**src/rtl/matmul_job_sequencer_if.sv**
```systemverilog
// matmul_job_sequencer_if: job, operand, APB, busy and result signals of the matmul sequencer
interface matmul_job_sequencer_if #(
  parameter int BUS_WIDTH  = 32,
  parameter int MAX_DIM    = 4,
  parameter int ADDR_WIDTH = 16
);
  logic                  job_valid, job_ready;
  logic [15:0]           job_ctrl;
  logic                  op_valid, op_ready;
  logic [BUS_WIDTH-1:0]  op_data;
  logic [MAX_DIM-1:0]    op_strb;
  logic [ADDR_WIDTH-1:0] paddr;
  logic                  psel, penable, pwrite;
  logic [BUS_WIDTH-1:0]  pwdata;
  logic [MAX_DIM-1:0]    pstrb;
  logic                  pready, pslverr;
  logic [BUS_WIDTH-1:0]  prdata;
  logic                  busy;
  logic                  res_valid, res_last;
  logic [BUS_WIDTH-1:0]  res_data;
  logic [1:0]            res_row, res_col;
  logic                  done, error;
  modport master (
    input  job_valid, job_ctrl, op_valid, op_data, op_strb, pready, pslverr, prdata, busy,
    output job_ready, op_ready, paddr, psel, penable, pwrite, pwdata, pstrb,
           res_valid, res_data, res_row, res_col, res_last, done, error
  );
  modport slave (
    output job_valid, job_ctrl, op_valid, op_data, op_strb, pready, pslverr, prdata, busy,
    input  job_ready, op_ready, paddr, psel, penable, pwrite, pwdata, pstrb,
           res_valid, res_data, res_row, res_col, res_last, done, error
  );
endinterface

```
**src/rtl/matmul_job_sequencer.sv**
```systemverilog
// matmul_job_sequencer: loads operands over APB, starts the matmul, waits on busy and streams results
module matmul_job_sequencer #(
  parameter int BUS_WIDTH    = 32,
  parameter int DATA_WIDTH   = 8,
  parameter int MAX_DIM      = 4,
  parameter int ADDR_WIDTH   = 16,
  parameter int BUSY_TIMEOUT = 4096
) (
  input logic clk,
  input logic rst_n,
  matmul_job_sequencer_if.master bus
);
  localparam int TW = $clog2(BUSY_TIMEOUT + 1);
  localparam int ROW_W = MAX_DIM * DATA_WIDTH;
  typedef enum logic [2:0] {IDLE, LOAD_A, LOAD_B, WR_CTRL, WAIT_HI, WAIT_LO, RD_RES, FINISH} state_t;
  state_t state, state_nx;
  logic [15:0] ctrl;
  logic [1:0] n1, m1, cnt_r, cnt_c;
  logic [TW-1:0] wcnt;
  logic [4:0] region;
  logic rdy_en, accept, launch, xfer_done, step, last, tmo, waiting, err_set, unused_ok;
  assign n1 = ctrl[9:8];
  assign m1 = ctrl[13:12];
  assign unused_ok = ^{ctrl[7:6], ctrl[0]};
  assign bus.job_ready = (state == IDLE) && rdy_en;
  assign bus.op_ready = !bus.psel && (state == LOAD_A || state == LOAD_B);
  assign bus.done = (state == FINISH);
  assign accept = bus.job_valid && bus.job_ready;
  assign xfer_done = bus.psel && bus.penable && bus.pready;
  assign step = xfer_done && !bus.pslverr && state != WR_CTRL;
  assign launch = !bus.psel && (state == WR_CTRL || state == RD_RES || (bus.op_ready && bus.op_valid));
  assign last = (state == RD_RES) ? (cnt_r == n1 && cnt_c == m1) : (state == LOAD_B) ? (cnt_r == m1) : (cnt_r == n1);
  assign waiting = (state == WAIT_HI || state == WAIT_LO);
  assign tmo = (wcnt == TW'(BUSY_TIMEOUT - 1));
  assign err_set = (xfer_done && bus.pslverr) || (waiting && state_nx == FINISH);
  assign region = (state == LOAD_A) ? 5'b00100 : (state == LOAD_B) ? 5'b01000 : (state == RD_RES) ? 5'b10000 : 5'b00000;
  // state register
  always_ff @(posedge clk or negedge rst_n)
    if (!rst_n) state <= IDLE;
    else state <= state_nx;
  // next-state: any slave error or busy timeout abandons the job through FINISH
  always_comb begin
    state_nx = state;
    case (state)
      IDLE:    if (accept) state_nx = bus.job_ctrl[14] ? (bus.job_ctrl[15] ? WR_CTRL : LOAD_B) : LOAD_A;
      LOAD_A:  if (xfer_done) state_nx = bus.pslverr ? FINISH : !last ? LOAD_A : ctrl[15] ? WR_CTRL : LOAD_B;
      LOAD_B:  if (xfer_done) state_nx = bus.pslverr ? FINISH : last ? WR_CTRL : LOAD_B;
      WR_CTRL: if (xfer_done) state_nx = bus.pslverr ? FINISH : WAIT_HI;
      WAIT_HI: state_nx = bus.busy ? WAIT_LO : tmo ? FINISH : WAIT_HI;
      WAIT_LO: state_nx = !bus.busy ? RD_RES : tmo ? FINISH : WAIT_LO;
      RD_RES:  if (xfer_done && (bus.pslverr || last)) state_nx = FINISH;
      default: state_nx = IDLE;
    endcase
  end
  // APB engine, counters, result register and sticky error
  always_ff @(posedge clk or negedge rst_n)
    if (!rst_n) begin
      rdy_en <= 1'b0;
      ctrl <= '0;
      cnt_r <= '0;
      cnt_c <= '0;
      wcnt <= '0;
      bus.psel <= 1'b0;
      bus.penable <= 1'b0;
      bus.pwrite <= 1'b0;
      bus.paddr <= '0;
      bus.pwdata <= '0;
      bus.pstrb <= '0;
      bus.res_valid <= 1'b0;
      bus.res_last <= 1'b0;
      bus.res_data <= '0;
      bus.res_row <= '0;
      bus.res_col <= '0;
      bus.error <= 1'b0;
    end else begin
      rdy_en <= 1'b1;
      if (accept) ctrl <= bus.job_ctrl;
      bus.error <= !accept && (bus.error || err_set);
      wcnt <= (waiting && state_nx == state) ? wcnt + TW'(1) : '0;
      bus.psel <= launch || (bus.psel && !xfer_done);
      bus.penable <= bus.psel && !xfer_done;
      if (launch) begin
        bus.paddr <= ADDR_WIDTH'({cnt_c, cnt_r, region});
        bus.pwrite <= (state != RD_RES);
        bus.pwdata <= (state == WR_CTRL) ? BUS_WIDTH'({2'b00, ctrl[13:8], 2'b01, ctrl[5:1], 1'b1}) : (state == RD_RES) ? '0 : BUS_WIDTH'(bus.op_data[ROW_W-1:0]);
        bus.pstrb <= (state == WR_CTRL) ? MAX_DIM'(1) : (state == RD_RES) ? '0 : bus.op_strb;
      end
      cnt_c <= (state == IDLE) ? '0 : (step && state == RD_RES) ? (cnt_c == m1 ? '0 : cnt_c + 2'd1) : cnt_c;
      cnt_r <= (state == IDLE) ? '0 : !step ? cnt_r : last ? '0 : (state != RD_RES || cnt_c == m1) ? cnt_r + 2'd1 : cnt_r;
      bus.res_valid <= step && state == RD_RES;
      bus.res_last <= step && state == RD_RES && last;
      if (step && state == RD_RES) begin
        bus.res_data <= bus.prdata;
        bus.res_row <= cnt_r;
        bus.res_col <= cnt_c;
      end
    end
endmodule
```
**src/flat_wrapper.sv**
```systemverilog
// flat-port wrapper written by rule: the top's interface ports become plain ports
module matmul_job_sequencer_flat 
#(
  parameter int BUS_WIDTH    = 32,
  parameter int DATA_WIDTH   = 8,
  parameter int MAX_DIM      = 4,
  parameter int ADDR_WIDTH   = 16,
  parameter int BUSY_TIMEOUT = 4096
)
  (clk, rst_n, bus_job_valid, bus_job_ctrl, bus_op_valid, bus_op_data, bus_op_strb, bus_pready, bus_pslverr, bus_prdata, bus_busy, bus_job_ready, bus_op_ready, bus_paddr, bus_psel, bus_penable, bus_pwrite, bus_pwdata, bus_pstrb, bus_res_valid, bus_res_data, bus_res_row, bus_res_col, bus_res_last, bus_done, bus_error);
  matmul_job_sequencer_if #(.BUS_WIDTH(BUS_WIDTH), .MAX_DIM(MAX_DIM), .ADDR_WIDTH(ADDR_WIDTH)) bus_i ();
  input logic clk;
  input logic rst_n;
  input wire logic [$bits(bus_i.job_valid)-1:0] bus_job_valid;
  input wire logic [$bits(bus_i.job_ctrl)-1:0] bus_job_ctrl;
  input wire logic [$bits(bus_i.op_valid)-1:0] bus_op_valid;
  input wire logic [$bits(bus_i.op_data)-1:0] bus_op_data;
  input wire logic [$bits(bus_i.op_strb)-1:0] bus_op_strb;
  input wire logic [$bits(bus_i.pready)-1:0] bus_pready;
  input wire logic [$bits(bus_i.pslverr)-1:0] bus_pslverr;
  input wire logic [$bits(bus_i.prdata)-1:0] bus_prdata;
  input wire logic [$bits(bus_i.busy)-1:0] bus_busy;
  output wire logic [$bits(bus_i.job_ready)-1:0] bus_job_ready;
  output wire logic [$bits(bus_i.op_ready)-1:0] bus_op_ready;
  output wire logic [$bits(bus_i.paddr)-1:0] bus_paddr;
  output wire logic [$bits(bus_i.psel)-1:0] bus_psel;
  output wire logic [$bits(bus_i.penable)-1:0] bus_penable;
  output wire logic [$bits(bus_i.pwrite)-1:0] bus_pwrite;
  output wire logic [$bits(bus_i.pwdata)-1:0] bus_pwdata;
  output wire logic [$bits(bus_i.pstrb)-1:0] bus_pstrb;
  output wire logic [$bits(bus_i.res_valid)-1:0] bus_res_valid;
  output wire logic [$bits(bus_i.res_data)-1:0] bus_res_data;
  output wire logic [$bits(bus_i.res_row)-1:0] bus_res_row;
  output wire logic [$bits(bus_i.res_col)-1:0] bus_res_col;
  output wire logic [$bits(bus_i.res_last)-1:0] bus_res_last;
  output wire logic [$bits(bus_i.done)-1:0] bus_done;
  output wire logic [$bits(bus_i.error)-1:0] bus_error;
  assign bus_i.job_valid = bus_job_valid;
  assign bus_i.job_ctrl = bus_job_ctrl;
  assign bus_i.op_valid = bus_op_valid;
  assign bus_i.op_data = bus_op_data;
  assign bus_i.op_strb = bus_op_strb;
  assign bus_i.pready = bus_pready;
  assign bus_i.pslverr = bus_pslverr;
  assign bus_i.prdata = bus_prdata;
  assign bus_i.busy = bus_busy;
  assign bus_job_ready = bus_i.job_ready;
  assign bus_op_ready = bus_i.op_ready;
  assign bus_paddr = bus_i.paddr;
  assign bus_psel = bus_i.psel;
  assign bus_penable = bus_i.penable;
  assign bus_pwrite = bus_i.pwrite;
  assign bus_pwdata = bus_i.pwdata;
  assign bus_pstrb = bus_i.pstrb;
  assign bus_res_valid = bus_i.res_valid;
  assign bus_res_data = bus_i.res_data;
  assign bus_res_row = bus_i.res_row;
  assign bus_res_col = bus_i.res_col;
  assign bus_res_last = bus_i.res_last;
  assign bus_done = bus_i.done;
  assign bus_error = bus_i.error;
  matmul_job_sequencer #(.BUS_WIDTH(BUS_WIDTH), .DATA_WIDTH(DATA_WIDTH), .MAX_DIM(MAX_DIM), .ADDR_WIDTH(ADDR_WIDTH), .BUSY_TIMEOUT(BUSY_TIMEOUT)) u_core (.clk(clk), .rst_n(rst_n), .bus(bus_i));
endmodule
```
**config.mk**
```make
export PLATFORM = sky130hd
export DESIGN_NAME = matmul_job_sequencer_flat
export DESIGN_NICKNAME = d
export VERILOG_FILES = /design/src/rtl/matmul_job_sequencer_if.sv /design/src/rtl/matmul_job_sequencer.sv /design/src/flat_wrapper.sv
export SDC_FILE = /design/constraint.sdc
export NUM_CORES = 1
export LEC_CHECK = 0
export BUFFER_PORTS_ARGS = -buffer_cell sky130_fd_sc_hd__buf_2
export CAP_MARGIN = 20
export CELL_PAD_IN_SITES_DETAIL_PLACEMENT = 1
export CELL_PAD_IN_SITES_GLOBAL_PLACEMENT = 1
export CORE_ASPECT_RATIO = 1.5
export CORE_UTILIZATION = 33
export CTS_CLUSTER_SIZE = 30
export DETAILED_ROUTE_END_ITERATION = 7
export PLACE_DENSITY = 0.84
export SETUP_SLACK_MARGIN = 0.15
export SLEW_MARGIN = 20
export SYNTH_ARGS = -nofsm -noshare
export SYNTH_HDL_FRONTEND = slang
export SYNTH_SLANG_ARGS = --single-unit
```
**constraint.sdc**
```tcl
create_clock -name clk -period 1.8 [get_ports clk]
set_input_delay 0.09 -clock clk [delete_from_list [all_inputs] [get_ports clk]]
set_output_delay 0.09 -clock clk [all_outputs]
set_load 0.1 [all_outputs]
```
==> results_dict.tcl, run 1 <==
set metrics [dict create \
    grt_pass1_wl_mm 29.4 \
    final_util 0.570 \
    fmax_ghz 0.519 \
    ys_types 51 \
    placed_area_sq_mm 0.00649 \
    ioPinCount 188 \
    vias 5188 \
    slew_headroom 0.651 \
    crit_slowest_cell "dfrtp_1" \
    finalSetupTns_ns -0.170 \
    status "finished, violations left" \
    endpoint_kind "flop" \
    area_growth_pct 69.6 \
    p_switching_mw 10.2 \
    syn_area_sq_mm 0.00507 \
    p_clk_frac 0.192 \
    fin_skew_ns 0.0129 \
    dp_cells 869 \
    hold_ws_ns 0.0326 \
    first_iter_violations 172 \
    start_kind "flop" \
    drv_slew 0 \
    rows 55 \
    post_drt_via_cell_ratio 5.09 \
    dieWidth_microns 103 \
    clk_pin_slew_worst_paths_ns 0.06 \
    io_buffers 175 \
    wire_per_inst_microns 21.5 \
    die_area_sq_mm 0.0159 \
    cts-root-buf "clkbuf_16" \
    cts.sinks 118 \
    rsz0062_at_grt "true" \
    ant_nets 0 \
    clock_latency_ns 0.42 \
    syn-instance-count 495 \
    grt_max_degree 46 \
    clockBufferDepth 2 \
    mostFrequentLayoutCells "buf_2, nand2_1, dfrtp_1, dlygate4sd3_1, buf_4" \
    setup_viol 3 \
    hold_viol_final 0 \
    power_frac_comb 0.587 \
    drt-total-wl_mm 21.9 \
    cp_num_buf_inv 2 \
    dp_slack_ns 0.00405 \
    post-route-period-util 1.07 \
    initial_utilization 0.336 \
    synthArstFlopShare 1.00 \
    cp.arrival_ns 2.20 \
    layout.nets 898 \
    cts_tree "done" \
    sw_frac_of_total 0.534 \
    tightest_slew_ns 0.527 \
    worstSetupPathType "reg2reg" \
    antenna_found_initial 1 \
    seqPwrFrac 0.221 \
    grt_pass1_vias 5541 \
    p_total_mw 19.1 \
    grt_overflow 0 \
    p_per_area_mw_per_mm2 2220 \
    htreeDepth 4 \
    path_cells "buf_4 -> xor2_1 -> o211ai_1 -> o211ai_1 -> buf_4 -> nand3_1 -> o311ai_4" \
    stdcell_area_sq_mm 0.00859 \
    hpwl_mm 11.3 \
    ys_warn_count 0 \
    hold_path_class "in2reg" \
    synth-edff-count 0 \
    drc 0 \
    avgSynthCellArea_sq_um 10.2 \
    final_cells 1020 \
    ys_ff_latch 118 \
    gp_congestion 0.854 \
    peakVddDrop_mv 1.71 \
    synthFlopType "dfrtp_1" \
    cp_max_fo 3 \
    layout_commonest_cell "buf_2" \
    cts_buffers 17 \
    cp_top_family "compound AO/OA/AOI/OAI gates" \
    crit_path_max_incr_delay_ns 0.43 \
    fp.coreArea_sq_mm 0.0151 \
    drive_above_1_share 0.420 \
    first_pass_iters 4 \
    min_period_ns 1.93 \
    setup_slack_ns -0.128 \
    violations "setup timing" \
    power.internal_mw 8.89 \
    die_h_microns 154 \
    power_leakage_nw 4.27 \
    ys_seq_area_frac 0.583 \
    cp.required_ns 2.08 \
    grtUsageTotal 0.248 \
    drv_cap 0 \
]
cell type report:
class                   count  area (sq um)
repair buffers            320          2430
diodes                      2          5.00
flip-flops and latches    118          2960
fillers                  1608          6480
clock inverters            10           143
inverters                   6          35.0
repair inverters            1          11.3
clock buffers              22           494
multi-input cells         342          2270
well taps                 199           249
per-layer routing:
metal | up-vias | share of wire | global-route usage
met2 | 263 | 0.55 | 0.461
met4 | 0 | 0.043 | 0.130
met1 | 2570 | 0.35 | 0.243
met3 | 80 | 0.059 | 0.0659
li1 | 2275 | - | -
met5 | - | 0 | 0
flip-flops by register name, indices dropped and copies added (netlist names), 3 cells and up:
signal / cells
u_core.bus.pwdata: 32
u_core.ctrl: 12
u_core.wcnt: 13
u_core.bus.res_data: 32
u_core.state: 3
u_core.bus.pstrb: 4
u_core.bus.paddr: 7
synthesized netlist by cell type (2+ instances only):
library cell  count  area share
a211o_1           2      0.0035
o32ai_1           2      0.0035
nand2_1         136        0.10
nand4_1           2      0.0025
nor2b_1           2      0.0025
nor2_1           46       0.034
o211ai_1          5      0.0074
clkbuf_1          9      0.0067
and2_1            3      0.0037
and3b_1           2      0.0035
buf_6             2      0.0044
xnor2_1          10       0.017
xor2_1            8       0.014
mux2_2           12       0.027
dfrtp_1         118        0.58
o21ai_0          14       0.014
nand3b_1          2      0.0030
a221oi_1         11       0.019
o41ai_1           2      0.0035
nand2b_1          6      0.0074
buf_2            13       0.013
and3_1            3      0.0037
nor3_1            6      0.0059
nand3_1           7      0.0069
conb_1            2      0.0015
inv_1             5      0.0037
buf_4            13       0.019
o22ai_1           2      0.0025
a21oi_1           6      0.0059
a22o_1           22       0.038
nor4_1            2      0.0025
path summary, 6_finish.rpt:
check,from,end,slack [ns],depth (start not counted)
min,bus_op_data[6],u_core.bus.pwdata[6],0.03,3
max,u_core.ctrl[13],u_core.cnt_r[1],-0.13,7
max in group asynchronous,rst_n,u_core.bus.paddr[6],0.98,3
max reg2reg,u_core.ctrl[13],u_core.cnt_r[1],-0.13,7
min reg2reg,u_core.bus.res_data[22],u_core.bus.res_data[22],0.47,2
min in group asynchronous,rst_n,u_core.bus.res_col[0],0.18,2
cells by family (layout without fill, tap and decap cells):
kind of cell | after synthesis | in the layout | synth area share
flops | 118 | 118 | 0.583
other cells | 2 | 12 | 0.00148
buf+inv | 44 | 359 | 0.0484
xor+xnor | 18 | 18 | 0.0311
compound gates | 75 | 75 | 0.116
simple gates | 224 | 225 | 0.189
mux | 12 | 12 | 0.0267
fa+ha+maj | 2 | 2 | 0.00445
repair_timing:
item / CTS / global route
hold endpoints to repair: 131 / 0
pin swaps: 1 / 19
gates resized for setup: 16 / 50
gates cloned: 2 / 3
buffers inserted: 6 / 27
endpoints found under the setup margin: 80 / 81
hold buffers: 79 / 0
worst reg2reg max path, stage by stage (launching register included):
cell      delay (ns)
dfrtp_1         0.43
buf_4           0.19
xor2_1          0.17
o211ai_1        0.32
o211ai_1        0.21
buf_4           0.20
nand3_1         0.15
o311ai_4        0.12
power by group through the flow:
| stage | clock (mW) | sequential (mW) | combinational [mW] |
|---|---|---|---|
| after floorplan | 0 | 8.72 | 2.71 |
| after global placement | 0 | 4.07 | 9.07 |
| after global routing | 3.83 | 4.29 | 11.6 |
| after CTS | 3.69 | 4.09 | 9.94 |
| final | 3.67 | 4.21 | 11.2 |
| after detailed placement | 0 | 4.14 | 9.31 |
No activity file was read; power rests on OpenSTA's default activity.
==> run 2, diff against run 1 <==
--- a/config.mk
+++ b/config.mk
@@ -6,14 +6,13 @@
 export NUM_CORES = 1
 export LEC_CHECK = 0
 export BUFFER_PORTS_ARGS = -buffer_cell sky130_fd_sc_hd__buf_2
-export CAP_MARGIN = 20
 export CELL_PAD_IN_SITES_DETAIL_PLACEMENT = 1
 export CELL_PAD_IN_SITES_GLOBAL_PLACEMENT = 1
 export CORE_ASPECT_RATIO = 1.5
-export CORE_UTILIZATION = 33
+export CORE_UTILIZATION = 40
 export CTS_CLUSTER_SIZE = 30
 export DETAILED_ROUTE_END_ITERATION = 7
-export PLACE_DENSITY = 0.84
+export PLACE_DENSITY = 0.94
 export SETUP_SLACK_MARGIN = 0.15
 export SLEW_MARGIN = 20
 export SYNTH_ARGS = -nofsm -noshare
==> constraint.sdc (replaced) <==
create_clock -name clk -period 2.37 [get_ports clk]
set_input_delay 0.1185 -clock clk [delete_from_list [all_inputs] [get_ports clk]]
set_output_delay 0.1185 -clock clk [all_outputs]
set_load 0.1 [all_outputs]
==> results_dict.tcl, run 2 (synthesis results as in run 1) <==
set metrics [dict create \
    endpoint_kind "flop" \
    multi_input_area_sq_mm 0.00200 \
    post-route-period-util 0.905 \
    worstSetupPathType "reg2reg" \
    clockBufferDepth 2 \
    peakVddDrop_mv 1.09 \
    drc 0 \
    timing.rr.start "u_core.state[2]" \
    grt_overflow 0 \
    clk_pin_slew_worst_paths_ns 0.06 \
    hold_start "bus_op_data[6]" \
    cp.required_ns 2.69 \
    use_met2 0.559 \
    cts-root-buf "clkbuf_16" \
    p_per_area_mw_per_mm2 1720 \
    reg_top3 "u_core.bus.pwdata x32, u_core.bus.res_data x32, u_core.wcnt x13" \
    drv_slew 0 \
    hold_path_class "in2reg" \
    drt-total-wl_mm 20.2 \
    fin_skew_ns 0.0105 \
    cp_max_fo 10 \
    status "completed" \
    rsz0062_at_grt "false" \
    power_leakage_nw 3.88 \
    setup_viol 0 \
    vias 5038 \
    mostFrequentLayoutCells "buf_2, nand2_1, dfrtp_1, dlygate4sd3_1, nor2_1" \
    use_met3 0.0639 \
    layout.nets 845 \
    grt-busiest-layer "met2" \
    cts_buffers 17 \
    regArea_sq_mm 0.00296 \
    finalSetupTns_ns 0 \
    fillCellCount 1394 \
    die_area_sq_mm 0.0131 \
    path_cells "buf_4 -> nand3b_1 -> o41ai_1 -> a211oi_1 -> o22ai_1" \
    cts_setup_buffers 0 \
    hpwl_mm 10.6 \
    hold_depth 3 \
    grt_pass1_vias 5779 \
    htreeDepth 4 \
    initial_utilization 0.409 \
    die_h_microns 140 \
    ant_nets 0 \
    cts_tree "done" \
    crit_path_max_incr_delay_ns 0.57 \
    first_iter_violations 218 \
    clock_latency_ns 0.42 \
    hold_viol_final 0 \
    post_drt_via_cell_ratio 5.45 \
    ioPinCount 188 \
    crit_slowest_cell "dfrtp_1" \
    start_kind "flop" \
    wire_per_inst_microns 21.8 \
    min_period_ns 2.15 \
    grtUsageTotal 0.322 \
    drv_cap 0 \
    rows 50 \
    drive_above_1_share 0.334 \
    gp_congestion 0.826 \
    io_buffers 175 \
    worstHoldEndpoint "u_core.bus.pwdata[6]" \
    regToRegSetupSlack_ns 0.22 \
    tightest_slew_ns 0.765 \
    antenna_found_initial 2 \
    reg2reg_depth 5 \
    cts.sinks 118 \
    area_growth_pct 49.9 \
    first_pass_iters 4 \
    slew_headroom 0.490 \
    dieWidth_microns 93.9 \
    layout_commonest_cell "buf_2" \
    fmax_ghz 0.466 \
    r2r-end "u_core.bus.error" \
    gr-usage-met1 0.327 \
    hold_ws_ns 0.0168 \
    grt_pass1_wl_mm 31.2 \
    fp.coreArea_sq_mm 0.0124 \
    grt_max_degree 60 \
    cp.arrival_ns 2.47 \
]
-- run 2: changes by cell type in the layout (fill, tap and decap cells not counted), sizes merged --
cell	change
nand2b	-1
clkinvlp	-1
buf	-50
bufinv	+1
clkinv	+4
bufbuf	-1
clkbuf	-5
-- run 2: per-stage QoR --
stage | power (mW) | util | instances | area (sq um) | worst slack (ns)
CTS | 12.8 | 0.611 | 922 | 7570 | 0.241
global placement | 9.57 | 0.496 | 811 | 6150 | 0.476
global route | 13.5 | 0.613 | 924 | 7590 | 0.163
floorplan | 8.63 | - | 503 | 5190 | 0.0346
detailed placement | 9.82 | 0.496 | 811 | 6150 | 0.320
finish | 13.1 | 0.613 | 924 | 7590 | 0.224
-- run 2: area by class of cell --
cell class                      instances  area share
Antenna cell                            2    0.000659
Clock buffer                           17      0.0560
Clock inverter                         15      0.0270
Inverter                                6     0.00297
Multi-Input combinational cell        341       0.263
Sequential cell                       118       0.389
Tap cell                              156      0.0257
Timing Repair Buffer                  269       0.235
-- run 2: worst max-delay path by stage --
stage	startpoint	to	slack, ns
final	u_core.state[2]	u_core.bus.error	0.22
after global routing	u_core.state[2]	u_core.bus.error	0.16
after CTS	u_core.state[1]	bus_op_ready	0.24
after detailed placement	u_core.wcnt[0]	u_core.wcnt[2]	0.32
after global placement	u_core.wcnt[0]	u_core.wcnt[3]	0.48
after floorplan	u_core.bus.psel	u_core.bus.pwdata[10]	0.03
-- run 2: timing repair --
item                                    in CTS  in global routing
resized for setup                            1                  3
endpoints found under the setup margin       1                 18
hold buffers                                79                  0
hold endpoints to repair                   133                  0
-- run 2: metal layers --
metal  vias up  routed length, microns
met5         -                       0
met4         0                    1410
met3       120                     911
met2       257                   10900
met1      2490                    6970
li1       2171                       -
-- run 2: power breakdown --
group / internal (mW) / switching, mW / total, mW / leakage, nW
Sequential: 2.67 / 0.570 / 3.25 / 1.52
Clock: 1.76 / 1.02 / 2.79 / 0.299
Combinational: 1.36 / 5.70 / 7.05 / 2.06
-- run 2: critical path: cells and delay by family (launching register included) --
family	cells	cell delay, ns
and+or+nand+nor	1	0.28
buffers and inverters	1	0.25
DFF	1	0.57
AOI/OAI and AO/OA	3	0.94
==> run 3, diff against run 2 <==
--- a/config.mk
+++ b/config.mk
@@ -9,10 +9,10 @@
 export CELL_PAD_IN_SITES_DETAIL_PLACEMENT = 1
 export CELL_PAD_IN_SITES_GLOBAL_PLACEMENT = 1
 export CORE_ASPECT_RATIO = 1.5
-export CORE_UTILIZATION = 40
+export CORE_UTILIZATION = 33
 export CTS_CLUSTER_SIZE = 30
 export DETAILED_ROUTE_END_ITERATION = 7
-export PLACE_DENSITY = 0.94
+export PLACE_DENSITY = 0.84
 export SETUP_SLACK_MARGIN = 0.15
 export SLEW_MARGIN = 20
 export SYNTH_ARGS = -nofsm -noshare
==> constraint.sdc (replaced) <==
create_clock -name clk -period 1.75 [get_ports clk]
set_input_delay 0.0875 -clock clk [delete_from_list [all_inputs] [get_ports clk]]
set_output_delay 0.0875 -clock clk [all_outputs]
set_load 0.1 [all_outputs]
==> results_dict.tcl, run 3 (synthesis results as in run 1) <==
set metrics [dict create \
    clockBufferDepth 2 \
    drv_slew 0 \
    dp_slack_ns -0.0552 \
    regArea_sq_mm 0.00296 \
    worstHoldEndpoint "u_core.bus.pwdata[0]" \
    final_util 0.631 \
    fp.coreArea_sq_mm 0.0151 \
    endpoint_kind "flop" \
    status "finished, violations left" \
    path_cells "buf_4 -> xor2_1 -> o211ai_1 -> o211ai_1 -> buf_4 -> nand2b_4 -> o311ai_1" \
    hold_ws_ns 0.0507 \
    grtUsageTotal 0.269 \
    tightest_slew_ns 0.636 \
    drv_cap 0 \
    cp.required_ns 2.02 \
    reg2reg_depth 7 \
    cts.sinks 118 \
    setup_slack_ns -0.332 \
    fin_skew_ns 0.0216 \
    ant_nets 0 \
    clk_pin_slew_worst_paths_ns 0.06 \
    drt-total-wl_mm 28.2 \
    cts_buffers 17 \
    regToRegSetupSlack_ns -0.33 \
    post-route-period-util 1.19 \
    cp_top_family "compound AO/OA/AOI/OAI gates" \
    dieWidth_microns 103 \
    first_pass_iters 5 \
    antenna_found_initial 1 \
    setup_viol 67 \
    layout_commonest_cell "buf_2" \
    finalSetupTns_ns -2.75 \
    grt_overflow 0 \
    r2r-end "u_core.cnt_r[1]" \
    first_iter_violations 356 \
    hold_start "bus_op_data[0]" \
    mostFrequentLayoutCells "buf_2, dfrtp_1, dlygate4sd3_1, nand2_1, buf_4" \
    fmax_ghz 0.480 \
    die_h_microns 154 \
    ioPinCount 188 \
    cts-root-buf "clkbuf_16" \
    stdcell_area_sq_mm 0.00951 \
    hpwl_mm 10.6 \
    rows 55 \
    min_period_ns 2.08 \
    start_kind "flop" \
    hold_viol_final 0 \
    drive_above_1_share 0.554 \
    slew_headroom 0.576 \
    area_growth_pct 87.7 \
    hold_depth 3 \
    cp_num_buf_inv 2 \
    timing.rr.start "u_core.cnt_r[1]" \
    violations "setup timing" \
    wire_per_inst_microns 27.0 \
    cts_tree "done" \
    crit_path_max_incr_delay_ns 0.44 \
    grt_pass1_vias 5775 \
    layout.nets 926 \
    cp.arrival_ns 2.36 \
    power_leakage_nw 4.65 \
    htreeDepth 4 \
    rsz0062_at_grt "true" \
    multi_input_area_sq_mm 0.00284 \
    placed_area_sq_mm 0.00647 \
    die_area_sq_mm 0.0159 \
    clock_latency_ns 0.43 \
    post_drt_via_cell_ratio 5.47 \
    initial_utilization 0.336 \
    fillCellCount 1582 \
    cp_max_fo 6 \
    crit_slowest_cell "dfrtp_1" \
    hold_path_class "in2reg" \
    worstSetupPathType "reg2reg" \
    vias 5725 \
    drc 0 \
    grt_max_degree 119 \
    reg_top3 "u_core.bus.pwdata x32, u_core.bus.res_data x32, u_core.wcnt x13" \
    gp_congestion 0.839 \
    peakVddDrop_mv 1.67 \
    grt_pass1_wl_mm 31.4 \
    io_buffers 175 \
    p_per_area_mw_per_mm2 2200 \
]
-- run 3: area by class of cell --
class,count,share of cell area
sequential,118,0.312
multi-input combinational,342,0.299
timing repair buffer,344,0.289
clock buffer,21,0.0484
tap,199,0.0262
clock inverter,10,0.0136
timing repair inverter,5,0.00763
inverter,6,0.00421
antenna,1,0.000263
-- run 3: how the worst max path moves through the flow --
stage / start / to / slack [ns] / cells after the start
6_report: u_core.cnt_r[1] / u_core.cnt_r[1] / -0.33 / 7
2_1_floorplan: u_core.bus.psel / u_core.bus.pwdata[10] / -0.59 / 6
4_1_cts: u_core.state[2] / bus_job_ready / 0.03 / 5
3_3_place_gp: u_core.state[0] / u_core.bus.error / 0.03 / 5
3_5_place_dp: u_core.state[2] / u_core.bus.pwdata[1] / -0.06 / 6
5_1_grt: u_core.cnt_r[1] / u_core.cnt_r[1] / -0.44 / 7
-- run 3: tightest hold or removal path, stage by stage --
cell and delay (ns):
buf_2 0.08, o21ai_0 0.10, o21ai_2 0.16
-- run 3: what timing repair did --
item | 4_1_cts | 5_1_grt
hold endpoints to repair | 196 | 1
pin swaps | 11 | 77
cloned | 3 | 13
setup buffers | 24 | 28
endpoints found under the setup margin | 99 | 114
gates resized for setup | 31 | 219
hold buffers | 79 | 1
-- run 3: per-stage QoR --
step / cells / power (mW)
floorplan: 503 / 11.8
global placement: 866 / 13.6
detailed placement: 866 / 13.9
CTS: 1003 / 18.3
global route: 1046 / 21.4
finish: 1046 / 20.9
-- run 3: per-layer routing --
layer  part of all wire  up-vias  track usage
li1                   -     2343            -
met1               0.32     2851        0.262
met2               0.53      365        0.501
met3              0.065      166       0.0618
met4              0.082        0        0.158
met5                  0        -            0
-- run 3: where the power goes --
part,switching [mW],leakage (nW),internal [mW]
sequential,0.890,1.51,3.63
clock,1.35,0.296,2.30
combinational,9.13,2.85,3.60
total,11.4,4.65,9.52
